===== src/rtl/branch_predictor.sv =====
// Direct-mapped BTB with 2-bit saturating counters, zero-latency fetch lookup,
// EX-stage update, mispredict/redirect generation and saturating statistics.
module branch_predictor #(
    parameter int XLEN    = 32,
    parameter int ENTRIES = 64,
    parameter int CNT_W   = 32
) (
    input  logic             clk,
    input  logic             rst,
    input  logic             clear,
    output logic             ready,
    input  logic [XLEN-1:0]  pc_if,
    output logic             pred_taken,
    output logic [XLEN-1:0]  pred_npc,
    input  logic             upd_valid,
    input  logic [XLEN-1:0]  upd_pc,
    input  logic             upd_is_jump,
    input  logic             upd_taken,
    input  logic [XLEN-1:0]  upd_target,
    input  logic             upd_pred_taken,
    input  logic [XLEN-1:0]  upd_pred_npc,
    output logic             mispredict,
    output logic [XLEN-1:0]  redirect_pc,
    output logic [CNT_W-1:0] branch_cnt,
    output logic [CNT_W-1:0] miss_cnt
);

    localparam int IDX_W = $clog2(ENTRIES);
    localparam int TAG_W = XLEN - IDX_W - 2;
    localparam logic [XLEN-1:0]  PC_STEP  = XLEN'(4);
    localparam logic [IDX_W-1:0] LAST_IDX = IDX_W'(ENTRIES - 1);

    typedef enum logic {INIT, RUN} state_e;

    state_e           state_q, state_d;
    logic [IDX_W-1:0] sweep_q, sweep_d;

    logic             valid_mem  [ENTRIES];
    logic [TAG_W-1:0] tag_mem    [ENTRIES];
    logic [XLEN-1:0]  target_mem [ENTRIES];
    logic             jump_mem   [ENTRIES];
    logic [1:0]       ctr_mem    [ENTRIES];

    // The carried direction bit is redundant: the predicted next PC alone decides a mispredict.
    logic unused_pred_taken;
    assign unused_pred_taken = upd_pred_taken;

    always_ff @(posedge clk) begin
        if (rst || clear) begin
            state_q <= INIT;
            sweep_q <= '0;
        end else begin
            state_q <= state_d;
            sweep_q <= sweep_d;
        end
    end

    always_comb begin
        state_d = state_q;
        sweep_d = sweep_q;
        if (state_q == INIT) begin
            sweep_d = sweep_q + 1'b1;
            if (sweep_q == LAST_IDX) begin
                state_d = RUN;
            end
        end
    end

    assign ready = (state_q == RUN);

    logic [IDX_W-1:0] lk_idx;
    logic [TAG_W-1:0] lk_tag;
    logic             lk_hit;

    assign lk_idx     = pc_if[IDX_W+1:2];
    assign lk_tag     = pc_if[XLEN-1:IDX_W+2];
    assign lk_hit     = ready & valid_mem[lk_idx] & (tag_mem[lk_idx] == lk_tag);
    assign pred_taken = lk_hit & (jump_mem[lk_idx] | ctr_mem[lk_idx][1]);
    assign pred_npc   = pred_taken ? target_mem[lk_idx] : pc_if + PC_STEP;

    logic [IDX_W-1:0] up_idx;
    logic [TAG_W-1:0] up_tag;
    logic             up_hit;

    assign up_idx = upd_pc[IDX_W+1:2];
    assign up_tag = upd_pc[XLEN-1:IDX_W+2];
    assign up_hit = valid_mem[up_idx] & (tag_mem[up_idx] == up_tag);

    // NOTE: the table has no reset branch; the INIT sweep clears it, so it can map onto plain RAM.
    always_ff @(posedge clk) begin
        if (state_q == INIT) begin
            valid_mem[sweep_q] <= 1'b0;
            ctr_mem[sweep_q]   <= 2'b01;
        end else if (upd_valid) begin
            if (up_hit) begin
                if (upd_is_jump) begin
                    ctr_mem[up_idx]    <= 2'b11;
                    target_mem[up_idx] <= upd_target;
                end else if (upd_taken) begin
                    if (ctr_mem[up_idx] != 2'b11) ctr_mem[up_idx] <= ctr_mem[up_idx] + 2'b01;
                    target_mem[up_idx] <= upd_target;
                end else if (ctr_mem[up_idx] != 2'b00) begin
                    ctr_mem[up_idx] <= ctr_mem[up_idx] - 2'b01;
                end
            end else if (upd_taken) begin
                valid_mem[up_idx]  <= 1'b1;
                tag_mem[up_idx]    <= up_tag;
                target_mem[up_idx] <= upd_target;
                jump_mem[up_idx]   <= upd_is_jump;
                ctr_mem[up_idx]    <= upd_is_jump ? 2'b11 : 2'b10;
            end
        end
    end

    logic [XLEN-1:0] actual_npc;

    assign actual_npc  = upd_taken ? upd_target : upd_pc + PC_STEP;
    assign mispredict  = upd_valid & (actual_npc != upd_pred_npc);
    assign redirect_pc = actual_npc;

    always_ff @(posedge clk) begin
        if (rst) begin
            branch_cnt <= '0;
            miss_cnt   <= '0;
        end else begin
            if (upd_valid && branch_cnt != '1) branch_cnt <= branch_cnt + 1'b1;
            if (mispredict && miss_cnt != '1) miss_cnt <= miss_cnt + 1'b1;
        end
    end

endmodule


===== config.mk =====
export PLATFORM = sky130hd
export DESIGN_NAME = branch_predictor
export DESIGN_NICKNAME = d
export VERILOG_FILES = /design/src/rtl/branch_predictor.sv
export SDC_FILE = /design/constraint.sdc
export NUM_CORES = 2
export LEC_CHECK = 0
export CORE_UTILIZATION = 55
export DETAILED_ROUTE_END_ITERATION = 16
export GPL_ROUTABILITY_DRIVEN = 0
export PLACE_DENSITY = 0.73
export SETUP_SLACK_MARGIN = 0.3
export SYNTH_ARGS = -nofsm -noshare
export SYNTH_HDL_FRONTEND = slang
export SYNTH_SLANG_ARGS = --single-unit

===== constraint.sdc =====
create_clock -name clk -period 6.97 [get_ports clk]
set_input_delay 1.394 -clock clk [delete_from_list [all_inputs] [get_ports clk]]
set_output_delay 1.394 -clock clk [all_outputs]
set_load 0.02 [all_outputs]

==> results.md <==
- ANT nets after route: 0
- GR Util met2: 0.564
- GRT busiest layer: met2
- Critical Path RT: 5.58 ns
- Sum Neg Setup Slack: -2.94 ns
- DRC: 0
- Core area: 304000 sq um
- Pins over their slew limit: 0
- Gr ovfl total: 0
- Layout area overhead: 19.0%
- LEAKAGE: 64.7 nW
- Min-delay worst type: reg -> reg
- Initial Util: 0.555
- Layout cells sized above 1: 0.350
- Sequential area share after synthesis: 0.693
- Syn. warnings: 0
- Reg2Reg Depth: 16
- PD cells: 252 nW/um^2
- Outcome: finished with violations
- Failing checks: max-capacitance violations, negative setup slack
- Global Route Usage Sum: 0.374
- Critical path's slowest cell: mux4_2
- Via density: 7.28
- Reg area: 117000 sq um
- Endpoints failing setup: 22
- Initial antenna violation count: 63
- Die Span Y: 556 um
- WS Path Type: in -> out
- Area contributors post-synth: edfxtp_1 (68%), mux4_2 (18%), mux2i_1 (2.5%)
- Worst Setup Start Kind: input port
- Htree depth: 5
- Crit end category: output pin
- WHS Path Cells: 2
- Asr flop ratio synth: 0
- Final setup margin: -0.225 ns
- Synth Instances: 8609
- Avg Cell Area, Syn: 19.6 sq um
- Maximum VDD drop: 0.246 mV
- Worst clock skew: 0.0589 ns
- FMAX: 139 MHz
- Leading area contributor after synthesis: edfxtp_1
- Area of the multi-input gates: 49900 sq um
- Cell row count: 202
- Most used flip-flop cell after synthesis: edfxtp_1
- Worst Path Arrival: 5.80 ns
- TritonRoute pass-1 iters: 10
- Syn nets: 8751
- Fin crit period: 7.20 ns
- #FFs+latches synth: 3911
- CTS Buffer Depth: 4
- Drt wl/cell: 40.8 um
- Tightest Pin Transition: 1.49 ns
- Final hold viol count: 0
- Max-cap violations: 1
- Die ar.: 309000 sq um
- Crit Path Max Fanout: 14
- GR Util met3: 0.120
- Synth unique cells: 96
- PortBufs: 264
- Max incr delay on CP: 0.63 ns
- Relative slew slack: 0.00129
- Pin count of the biggest net entering global routing: 118
- Fin nets: 9919
- Number of synthesized flops with an enable pin: 3840
- FF-to-FF setup slack: 1.65 ns
- Worst-path cell chain: buf_16 > buf_16 > buf_12 > mux4_2 > mux4_2 > mux4_2 > xnor2_2 > nand4_1 > nor4_2 > buf_4 > nand4_1 > buf_6 > buf_16 > clkbuf_16 > a21oi_2 > buf_4 > buf_12
- Worst-Skew Late Latency: 1.00 ns
- Area share of the largest cell type after synthesis: 0.684
- Clk sinks: 3911
- Fill count: 19400
- Die W: 556 um
- TritonCTS clock tree: built
- Cts bufs inserted: 392
- Final Cycle Share: 1.03
- Mapped Area: 169000 sq um
- First-pass GRT wire length: 794000 um
- Clock transition at the registers of the reported paths: 0.06 ns
- 1st-iter DRT viols: 18200
- Root buf cell: clkbuf_16
- Vias: 103000
- Total power: 50.5 mW
- Dpl hpwl: 378000 um
- Final wirelength: 580000 um
- GR Util met1: 0.457
- RSZ-0062 raised after global routing: yes
- I/O pin total: 266
- Vias in the first global route: 102000
## power breakdown
part           internal (mW)  switching [mW]  total [mW]
combinational           1.57            2.41        3.97
sequential              25.8         0.00759        25.8
clock                   11.5            9.20        20.7
## routing by layer
| metal | vias up | routed length [um] |
|---|---|---|
| met2 | 9423 | 264000 |
| met4 | 26 | 50600 |
| met1 | 53000 | 184000 |
| li1 | 38900 | - |
| met3 | 2129 | 81600 |
| met5 | - | 179 |
## logic make-up (layout without fill, tap and decap cells)
logic type               Yosys count  in the layout  synth area share
buffers and inverters            674           2162            0.0196
XOR/XNOR                         169            169           0.00878
multiplexers                    1810           1810             0.206
flip-flops                      3911           3911             0.693
adder cells (fa/ha/maj)            7              7          0.000520
other                              0             43                 0
AO/OA/AOI/OAI                   1020           1020            0.0419
AND/OR/NAND/NOR                 1018           1018            0.0304
## synthesized netlist by cell type (14+ instances only)
cell type  number
and2_1         23
buf_4          49
xor2_1         67
nand2b_1       29
or2_2          18
a211oi_1       20
buf_2          83
buf_1         127
xnor2_1       102
a221oi_1       60
and3_1         39
inv_1          24
nand4_1        98
o211ai_1       34
or3_1          18
a21oi_1       146
a22oi_1        88
nor3_1        115
mux4_2       1322
a221o_1        14
o2bb2ai_1      43
buf_6          41
a22o_1         16
o21ai_0       206
edfxtp_1     3840
nand3_1        88
o22ai_1       172
o221ai_1       20
dfxtp_1        71
nor2_1        317
nand2_1       160
clkbuf_1      335
nor2b_1        24
a21oi_2        60
nor4_1         22
mux2i_1       425
a31oi_1        32
mux2_2         54
or4_1          17
## metrics by stage
step	worst slack [ns]	hold slack [ns]	std cells	util	cell area, sq um
after global routing	-0.205	0.535	14200	0.660	200000
after detailed placement	-0.940	0.502	13400	0.615	187000
final	-0.225	0.515	14200	0.660	200000
after CTS	-0.0396	0.513	14200	0.658	200000
after global placement	-1.01	0.480	13400	0.615	187000
after floorplan	-0.0648	0.559	8609	-	169000
## layout by cell type (no fill, tap or decap), types with 21 or more instances in the layout
cell type	instances
bufinv_16	28
mux2_2	50
mux4_2	1322
nand3_1	86
a31oi_1	32
o2bb2ai_1	43
nor2b_1	21
buf_2	59
o22ai_1	172
nor2_1	225
xor2_1	67
clkbuf_1	79
and3_1	38
mux2i_1	425
buf_6	31
edfxtp_1	3840
o21ai_0	205
nor3_2	69
nor2_4	80
nand2_1	156
a21oi_1	123
nor3_1	45
clkinv_2	72
buf_4	778
clkbuf_16	400
inv_1	22
diode_2	43
a221oi_1	60
buf_12	374
dfxtp_1	71
a21oi_2	70
nand4_1	98
o211ai_1	34
clkinv_1	91
a22oi_1	88
xnor2_1	95
nand2b_1	25
clkdlybuf4s50_1	152
## timing repair
item	CTS	global route
gates cloned	6	3
hold buffers	0	0
setup buffers	8	10
endpoints found under the setup margin	34	34
resized for setup	155	77
pin swaps	4	15
## final timing paths
check                      startpoint                           end
max                          pc_if[2]                  pred_npc[30]
min          miss_cnt[9]$_SDFFE_PP0P_      miss_cnt[9]$_SDFFE_PP0P_
max reg2reg   tag_mem[1][6]$_DFFE_PP_  target_mem[23][28]$_DFFE_PP_
min reg2reg  miss_cnt[9]$_SDFFE_PP0P_      miss_cnt[9]$_SDFFE_PP0P_
## critical path: cells and delay by family
kind | cells | cell delay, ns
AND/OR/NAND/NOR | 3 | 0.63
AO/OA/AOI/OAI | 1 | 0.22
multiplexers | 3 | 1.74
XOR/XNOR | 1 | 0.21
buffers and inverters | 9 | 1.50
## layout make-up
cell class | instances | share of cell area
sequential | 3911 | 0.582
multi-input combinational | 4024 | 0.249
timing repair buffer | 1422 | 0.0804
clock buffer | 478 | 0.0512
tap | 4080 | 0.0255
clock inverter | 236 | 0.0107
antenna | 43 | 0.000537
inverter | 26 | 0.000499
## registers in the layout, summed over array words and instances (netlist names)
register    count
jump_mem       64
sweep_q         6
branch_cnt     32
tag_mem      1536
target_mem   2048
miss_cnt       32
valid_mem      64
ready           1
ctr_mem       128
(Power assumes the default switching activity.)
